==> src/rtl/up_dn_pkg.sv <==
// Shared types and constants for the up/down pushbutton conditioner.
// Command bit order everywhere is {load, down, up}.
package up_dn_pkg;

    typedef enum logic [1:0] {
        StIdle,
        StHold,
        StRepeat
    } rep_state_t;

    localparam int unsigned DefDbCycles  = 1000;
    localparam int unsigned DefRepDelay  = 500;
    localparam int unsigned DefRepPeriod = 100;

    localparam int unsigned CMD_W   = 3;
    localparam int unsigned CmdUp   = 0;
    localparam int unsigned CmdDown = 1;
    localparam int unsigned CmdLoad = 2;

endpackage

==> src/rtl/btn_debounce.sv <==
// Two-flop synchronizer plus counting debouncer for one raw pushbutton.
// rise_o is combinational so the press strobe can be registered on the same edge stable rises.
module btn_debounce
    import up_dn_pkg::*;
#(
    parameter int unsigned DB_CYCLES = DefDbCycles,
    parameter int unsigned DB_W      = 10
) (
    input  logic clk_i,
    input  logic rst_i,
    input  logic btn_i,
    output logic stable_o,
    output logic rise_o
);

    localparam logic [DB_W-1:0] DbMax = DB_W'(DB_CYCLES - 1);

    logic            s1_q;
    logic            s2_q;
    logic            stable_q;
    logic            stable_d;
    logic [DB_W-1:0] cnt_q;
    logic [DB_W-1:0] cnt_d;

    always_comb begin
        stable_d = stable_q;
        cnt_d    = cnt_q;
        if (s2_q == stable_q) begin
            cnt_d = '0;
        end else if (cnt_q == DbMax) begin
            stable_d = s2_q;
            cnt_d    = '0;
        end else begin
            cnt_d = cnt_q + 1'b1;
        end
    end

    always_ff @(posedge clk_i) begin
        if (rst_i) begin
            s1_q     <= 1'b0;
            s2_q     <= 1'b0;
            stable_q <= 1'b0;
            cnt_q    <= '0;
        end else begin
            s1_q     <= btn_i;
            s2_q     <= s1_q;
            stable_q <= stable_d;
            cnt_q    <= cnt_d;
        end
    end

    assign stable_o = stable_q;
    assign rise_o   = stable_d & ~stable_q;

endmodule

==> src/rtl/up_dn_btn_conditioner.sv <==
// Debounces up/down/load buttons, adds hold-to-repeat on up/down, and arbitrates
// the resulting requests into single-cycle command strobes for the 5-bit counter.
module up_dn_btn_conditioner
    import up_dn_pkg::*;
#(
    parameter int unsigned DB_CYCLES  = DefDbCycles,
    parameter int unsigned DB_W       = 10,
    parameter int unsigned REP_DELAY  = DefRepDelay,
    parameter int unsigned REP_PERIOD = DefRepPeriod,
    parameter int unsigned REP_W      = 10,
    parameter bit          REP_EN     = 1'b1
) (
    input  logic             CLK,
    input  logic             RST,
    input  logic             btn_up,
    input  logic             btn_down,
    input  logic             btn_load,
    input  logic             high,
    input  logic             low,
    output logic             up,
    output logic             down,
    output logic             load,
    output logic [CMD_W-1:0] pressed
);

    localparam logic [REP_W-1:0] DelayMax  = REP_W'(REP_DELAY - 1);
    localparam logic [REP_W-1:0] PeriodMax = REP_W'(REP_PERIOD - 1);

    logic [CMD_W-1:0] stable;
    logic [CMD_W-1:0] rise;

    btn_debounce #(
        .DB_CYCLES (DB_CYCLES),
        .DB_W      (DB_W)
    ) u_db_up (
        .clk_i    (CLK),
        .rst_i    (RST),
        .btn_i    (btn_up),
        .stable_o (stable[CmdUp]),
        .rise_o   (rise[CmdUp])
    );

    btn_debounce #(
        .DB_CYCLES (DB_CYCLES),
        .DB_W      (DB_W)
    ) u_db_down (
        .clk_i    (CLK),
        .rst_i    (RST),
        .btn_i    (btn_down),
        .stable_o (stable[CmdDown]),
        .rise_o   (rise[CmdDown])
    );

    btn_debounce #(
        .DB_CYCLES (DB_CYCLES),
        .DB_W      (DB_W)
    ) u_db_load (
        .clk_i    (CLK),
        .rst_i    (RST),
        .btn_i    (btn_load),
        .stable_o (stable[CmdLoad]),
        .rise_o   (rise[CmdLoad])
    );

    // Repeat FSMs: index 0 is up, index 1 is down.
    rep_state_t       st_q [2];
    rep_state_t       st_d [2];
    logic [REP_W-1:0] rc_q [2];
    logic [REP_W-1:0] rc_d [2];
    logic [1:0]       rep_req;

    always_comb begin
        for (int c = 0; c < 2; c++) begin
            st_d[c]    = st_q[c];
            rc_d[c]    = rc_q[c];
            rep_req[c] = 1'b0;
            unique case (st_q[c])
                StIdle: begin
                    if (rise[c]) begin
                        st_d[c]    = StHold;
                        rc_d[c]    = '0;
                        rep_req[c] = 1'b1;
                    end
                end
                StHold: begin
                    if (!stable[c]) begin
                        st_d[c] = StIdle;
                        rc_d[c] = '0;
                    end else if (REP_EN) begin
                        if (rc_q[c] == DelayMax) begin
                            st_d[c]    = StRepeat;
                            rc_d[c]    = '0;
                            rep_req[c] = 1'b1;
                        end else begin
                            rc_d[c] = rc_q[c] + 1'b1;
                        end
                    end
                end
                StRepeat: begin
                    if (!stable[c]) begin
                        st_d[c] = StIdle;
                        rc_d[c] = '0;
                    end else if (rc_q[c] == PeriodMax) begin
                        rc_d[c]    = '0;
                        rep_req[c] = 1'b1;
                    end else begin
                        rc_d[c] = rc_q[c] + 1'b1;
                    end
                end
                default: begin
                    st_d[c] = StIdle;
                    rc_d[c] = '0;
                end
            endcase
        end
    end

    // Load dominates; opposing up/down cancel; saturation drops the request outright.
    logic req_up;
    logic req_down;
    logic req_load;
    logic up_d;
    logic down_d;
    logic load_d;
    logic up_q;
    logic down_q;
    logic load_q;

    always_comb begin
        req_up   = rep_req[0];
        req_down = rep_req[1];
        req_load = rise[CmdLoad];
        load_d   = req_load;
        up_d     = req_up & ~req_down & ~req_load & ~high;
        down_d   = req_down & ~req_up & ~req_load & ~low;
    end

    always_ff @(posedge CLK) begin
        if (RST) begin
            for (int c = 0; c < 2; c++) begin
                st_q[c] <= StIdle;
                rc_q[c] <= '0;
            end
            up_q   <= 1'b0;
            down_q <= 1'b0;
            load_q <= 1'b0;
        end else begin
            for (int c = 0; c < 2; c++) begin
                st_q[c] <= st_d[c];
                rc_q[c] <= rc_d[c];
            end
            up_q   <= up_d;
            down_q <= down_d;
            load_q <= load_d;
        end
    end

    assign up      = up_q;
    assign down    = down_q;
    assign load    = load_q;
    assign pressed = stable;

endmodule
==> config.mk <==
export PLATFORM = sky130hd
export DESIGN_NAME = up_dn_btn_conditioner
export DESIGN_NICKNAME = d
export VERILOG_FILES = /design/src/rtl/up_dn_pkg.sv /design/src/rtl/btn_debounce.sv /design/src/rtl/up_dn_btn_conditioner.sv
export SDC_FILE = /design/constraint.sdc
export NUM_CORES = 1
export LEC_CHECK = 0
export ABC_AREA = 1
export BUFFER_PORTS_ARGS = -buffer_cell sky130_fd_sc_hd__buf_2
export CAP_MARGIN = 20
export CORE_MARGIN = 8
export CORE_UTILIZATION = 40
export CTS_BUF_LIST = sky130_fd_sc_hd__clkbuf_16
export CTS_CLUSTER_SIZE = 30
export DETAILED_ROUTE_END_ITERATION = 10
export PLACE_DENSITY_LB_ADDON = 0.3
export SKIP_CTS_REPAIR_TIMING = 1
export SLEW_MARGIN = 5
export SYNTH_ARGS = -nofsm -noshare
export SYNTH_HDL_FRONTEND = slang
export SYNTH_HIERARCHICAL = 1
export SYNTH_SLANG_ARGS = --single-unit
==> constraint.sdc <==
create_clock -name CLK -period 3.1 [get_ports CLK]
set_input_delay 0.93 -clock CLK [delete_from_list [all_inputs] [get_ports CLK]]
set_output_delay 0.93 -clock CLK [all_outputs]
set_load 0.02 [all_outputs]
==> results of run 1 <==
## per-layer routing
| layer | wire (um) | global-route usage, % | vias to the layer above | share of wire (%) |
|---|---|---|---|---|
| li1 | - | - | 1516 | - |
| met1 | 3080 | 14.0 | 1233 | 49 |
| met2 | 2830 | 20.2 | 37 | 45 |
| met4 | 111 | 5.85 | 0 | 1.8 |
| met5 | 0 | 0 | - | 0 |
| met3 | 217 | 3.17 | 10 | 3.5 |
## how the worst max path moves through the flow
stage          slack, ns     endpoint  cells after the start               start
6_report            1.16   rc_q[0][6]                     12    u_db_up/cnt_q[0]
3_3_place_gp        1.19  rc_q[0][13]                      4                 RST
3_5_place_dp        1.15   rc_q[0][6]                     12    u_db_up/cnt_q[0]
5_1_grt             0.91   rc_q[0][8]                     13    u_db_up/cnt_q[0]
4_1_cts             1.13   rc_q[0][6]                     12    u_db_up/cnt_q[0]
2_1_floorplan       1.37  rc_q[0][19]                     11  u_db_down/cnt_q[0]
## kinds of logic (layout without fill, tap and decap cells)
logic type / count (synthesis) / after routing / synth area share [%]
AOI/OAI and AO/OA: 42 / 42 / 7.16
xor gates and xnor gates: 17 / 17 / 4.41
adders and majority gates: 13 / 13 / 4.82
buffers and inverters: 82 / 109 / 9.53
DFF: 66 / 66 / 39.2
and+or+nand+nor: 253 / 253 / 34.9
## cell type report
cell class / instances / area [um2]
fillers: 790 / 4360
multi-input cells: 325 / 1730
repair buffers: 12 / 60.1
well taps: 105 / 131
flip-flops and latches: 66 / 1320
clock buffers: 9 / 225
clock inverters: 7 / 71.3
inverters: 81 / 317
## cells in the final DEF (no fill, tap or decap), types with 3 or more instances in the layout
master	n
nor3b_1	3
nand2_2	13
clkbuf_16	9
o21ai_0	12
dfxtp_1	66
nor3_1	9
buf_2	12
a21oi_2	3
ha_1	13
nand3_1	36
nand4_1	6
nor2_4	8
nand3_4	3
inv_1	80
xnor2_1	4
nor2_1	79
nand2_1	93
xor2_1	13
a21oi_1	22
## power by group
part	total, mW	internal (mW)	switching, mW
sequential	0.856	0.853	0.00237
combinational	0.0291	0.00938	0.0197
clock	1.00	0.620	0.380
total	1.88	1.48	0.402
## worst reg2reg max path, stage by stage, from the launching register on
cell     delay, ns
dfxtp_1       0.35
ha_1          0.17
nand2_1       0.07
inv_1         0.13
nand3_4       0.12
nor2_1        0.25
nor2_4        0.12
inv_2         0.13
nand2_2       0.07
nor2_1        0.13
a21o_2        0.13
nand2_1       0.04
nor3_1        0.16
## stage by stage
step / setup slack, ns / instance area, um2 / utilization (%)
3_3_place_gp: 1.19 / 3560 / 43.3
3_5_place_dp: 1.15 / 3560 / 43.3
5_1_grt: 0.905 / 3860 / 46.9
6_report: 1.16 / 3860 / 46.9
4_1_cts: 1.13 / 3860 / 46.9
2_1_floorplan: 1.37 / 3370 / -
## flip-flops by register name (all words and copies together), names as in the netlist, 4 cells and up
name             flops
rc_q                20
u_db_down/cnt_q     10
u_db_up/cnt_q       10
u_db_load/cnt_q     10
st_q                 4
==> results_dict.tcl, run 1 <==
set metrics [dict create \
    status "complete, no violations" \
    hpwlAfterDp_um 4660 \
    antenna_left 0 \
    fin_crit_sh_pct 62.5 \
    path_max_fanout 8 \
    place.gp.congestion 0.821 \
    arrival_ns 2.19 \
    start_util_pct 41.1 \
    drtIter0Drc 82 \
    whs_ns 0.403 \
    p_leak_nw 1.58 \
    fin_cells 605 \
    synth_area_mm2 0.00337 \
    rsz0062_at_grt "no" \
    drv_slew 0 \
    synth.most_common_cell "nand2_1" \
    dr.pass1.iters 4 \
    vias_per_cell 4.62 \
    clockRootBuffer "clkbuf_16" \
    core_area_mm2 0.00822 \
    max_freq_mhz 516 \
    drc 0 \
    crit_required_ns 3.35 \
    crit_chain "ha_1 -> nand2_1 -> inv_1 -> nand3_4 -> nor2_1 -> nor2_4 -> inv_2 -> nand2_2 -> nor2_1 -> a21o_2 -> nand2_1 -> nor3_1" \
    vias 2796 \
    ys_warn_count 6 \
    tns_ns 0 \
    clock_sinks 66 \
    grt_max_degree 25 \
    holdPathStages 2 \
    area_growth_pct 14.3 \
    syn_avg_cell_area_um2 7.13 \
    cts_max_path_buffers 2 \
    async_reset_ff_share_pct 0 \
    reg2reg_slack_ns 1.16 \
    hold_class "flop to flop" \
    die-area_mm2 0.0116 \
    p_per_area_mw_per_mm2 489 \
    antenna_found_initial 0 \
    maxCapViolCount 0 \
    cts_inserted_buffers 9 \
    synth-seq-cells 66 \
    skew_ns 0.00563 \
    start_kind "flop" \
    r2r_start "u_db_up/cnt_q[0]" \
    rows 33 \
    grt_pass1_vias 2832 \
    wl_per_cell_um 10.3 \
    finalHoldViolations 0 \
    clk_pin_slew_ns 0.06 \
    netlist_top_cells_area "dfxtp_1 39%, nand2_1 10%, inv_1 8.8%" \
    antennaDiodeCount 0 \
    worstSetupPathType "flop to flop" \
    grt_pass1_wl_um 11500 \
    synth.largest_area_cell "dfxtp_1" \
    critPathTopFamily "simple AND/OR/NAND/NOR gates" \
    power_mw 1.88 \
    overflow 0 \
    clkLatencyLatePin_ns 0.33 \
    die_h_um 108 \
    die_x_um 108 \
    ys.flop_type "dfxtp_1" \
    hold_path.startpoint "u_db_down/s1_q" \
    synth_cell_type_count 26 \
    cts_tree "built" \
    end_kind "flop" \
    rr_endpoint "rc_q[0][6]" \
    post-place-cells 589 \
    final_layout_size_suffix_gt1_share_pct 12.2 \
    synthCells 473 \
    synth_nets 493 \
    slowest_delay_ns 0.35 \
    io_pins 13 \
    hold-path-endpoint "u_db_down/s2_q" \
    critPathBufInv 2 \
    peakVddDrop_uv 280 \
    worstMarginPinSlew_ns 0.568 \
    port_buffers 12 \
    synthDominantCellAreaShare_pct 39.2 \
    totalWireLength_um 6240 \
    cts_max_level 3 \
    synth_seq_area_share_pct 39.2 \
    synth_common_cells "93 x nand2_1, 79 x inv_1, 79 x nor2_1" \
    slowest_stage "dfxtp_1" \
    setup_viol 0 \
    synth-edff-count 0 \
    period_minus_slack_ns 1.94 \
    fin_nets 515 \
    r2r_cells 12 \
    slew_headroom_pct 62.1 \
    track_usage_pct 12.1 \
]
(Power assumes the default switching activity.)
==> run 2, diff against run 1 <==
clock period = 1.6 ns   (was 3.1 ns; I/O delays follow)
==> run 2 against run 1 <==
Net effect: first-iteration DRC count increased by 29%; hold slack got worse by 0.039 ns; sequential share of layout area decreased by 2.9 points; core utilization increased by 4.6 points.
==> results_dict.tcl, run 2 (synthesis gave the netlist of run 1 again) <==
set metrics [dict create \
    status "complete, no violations" \
    maxCapViolCount 0 \
    peakVddDrop_uv 586 \
    p_per_area_mw_per_mm2 839 \
    finalHoldViolations 0 \
    max_freq_mhz 642 \
    dpl_cell_area_mm2 0.00378 \
    antenna_found_initial 0 \
    hold_class "input pin to flop" \
    antenna_left 0 \
    cts_max_path_buffers 2 \
    finalWorstSetupSlack_ns 0.0428 \
    place.gp.congestion 0.831 \
    fin_crit_sh_pct 97.3 \
    slowest_stage "dfxtp_2" \
    rsz0062_at_grt "yes" \
    clock_sinks 66 \
    antennaDiodeCount 0 \
    overflow 0 \
    holdPathStages 3 \
    die_h_um 108 \
    place_ws_ns -0.0693 \
    hpwlAfterDp_um 4920 \
    slew_headroom_pct 81.4 \
    final_cell_mix "89 x nand2_1, 79 x inv_1, 67 x nor2_1" \
    area_growth_pct 25.6 \
    cp_common_cell "nor2_4" \
    period_minus_slack_ns 1.56 \
    rr_endpoint "rc_q[0][6]" \
    die_x_um 108 \
    crit_chain "ha_4 -> nand2_2 -> inv_2 -> nand3_4 -> nor2_4 -> nor2_4 -> inv_4 -> nand2_4 -> nor2_2 -> a21o_2 -> nand2_1 -> nor3_1" \
    hold-path-endpoint "u_db_up/s1_q" \
    port_buffers 12 \
    reg2reg_slack_ns 0.04 \
    totalWireLength_um 6770 \
    clk_pin_slew_ns 0.05 \
    hold_path.startpoint "btn_up" \
    io_pins 13 \
    p_leak_nw 1.77 \
    drv_slew 0 \
    r2r_cells 12 \
    dr.pass1.iters 4 \
    slowest_delay_ns 0.35 \
    crit_required_ns 1.84 \
    cts_tree "built" \
    post-place-cells 615 \
    end_kind "flop" \
    wl_per_cell_um 10.6 \
    start_util_pct 41.1 \
    cts_max_level 3 \
    final_common_cell "nand2_1" \
    track_usage_pct 12.4 \
    fin_nets 546 \
    largest_register_ffs 20 \
    r2r_start "u_db_up/cnt_q[1]" \
    path_max_fanout 4 \
    core_area_mm2 0.00822 \
    start_kind "flop" \
    drtIter0Drc 106 \
    vias 2974 \
    worstSetupPathType "flop to flop" \
    drc 0 \
    clkLatencyLatePin_ns 0.32 \
    skew_ns 0.00769 \
    setup_viol 0 \
    arrival_ns 1.80 \
    final_layout_size_suffix_gt1_share_pct 23.0 \
    grt_max_degree 25 \
    rows 33 \
    clockRootBuffer "clkbuf_16" \
    power_mw 3.55 \
    worstMarginPinSlew_ns 0.278 \
    fin_cells 636 \
    design_area_mm2 0.00424 \
    largest-register "rc_q" \
    vias_per_cell 4.68 \
    cts_inserted_buffers 9 \
    grt_pass1_vias 2800 \
    grt_pass1_wl_um 11800 \
    die-area_mm2 0.0116 \
]
==> run 2: cell types whose count changed in the layout (fill, tap and decap cells not counted), sizes merged <==
cell	previous run	this run
inv	81	83
buf	12	43
clkinvlp	2	0
==> run 2: worst max path at each step <==
stage / from / endpoint / slack [ns] / cells past startpoint
final: u_db_up/cnt_q[1] / rc_q[0][6] / 0.04 / 12
after global routing: u_db_up/cnt_q[1] / rc_q[0][8] / -0.11 / 13
after CTS: u_db_up/cnt_q[0] / rc_q[0][8] / -0.08 / 13
after detailed placement: u_db_up/cnt_q[0] / rc_q[0][8] / -0.07 / 13
after global placement: u_db_down/cnt_q[0] / rc_q[0][19] / -0.03 / 11
after floorplan: u_db_down/cnt_q[0] / rc_q[0][19] / -0.03 / 11
==> run 2: area by class of cell <==
type	count	area (um2)
inverters	81	322
clock buffers	9	225
flip-flops and latches	66	1330
well taps	105	131
fillers	786	3980
multi-input cells	325	1870
repair buffers	43	305
clock inverters	7	53.8
==> run 2: routing by layer <==
metal | share of wire (%) | GRT usage [%] | wire, um | vias up
li1 | - | - | - | 1576
met1 | 47 | 15.0 | 3220 | 1353
met2 | 48 | 20.2 | 3250 | 32
met3 | 2.6 | 2.40 | 174 | 13
met4 | 1.9 | 6.44 | 129 | 0
met5 | 0 | 0 | 0 | -
==> run 2: report_power, final <==
part           internal [mW]  switching (mW)  leakage (nW)
Sequential              1.66         0.00544         0.536
Combinational         0.0267          0.0431          1.08
Clock                   1.17           0.651         0.148
==> run 2: worst max-delay path, delay by kind of cell, from the launching register on <==
kind                       cells  cell delay [ns]
adders and majority gates      1             0.14
buffers and inverters          2             0.16
AOI/OAI and AO/OA              1             0.12
and+or+nand+nor                8             0.71
DFF                            1             0.35
==> run 2: through the flow <==
step	hold slack, ns	TNS [ns]	util [%]
after floorplan	0.388	-0.0333	-
after global placement	0.390	-0.0315	46.0
after detailed placement	0.407	-0.231	46.0
after CTS	0.360	-0.300	49.4
after global routing	0.384	-0.349	51.5
final	0.365	0	51.5
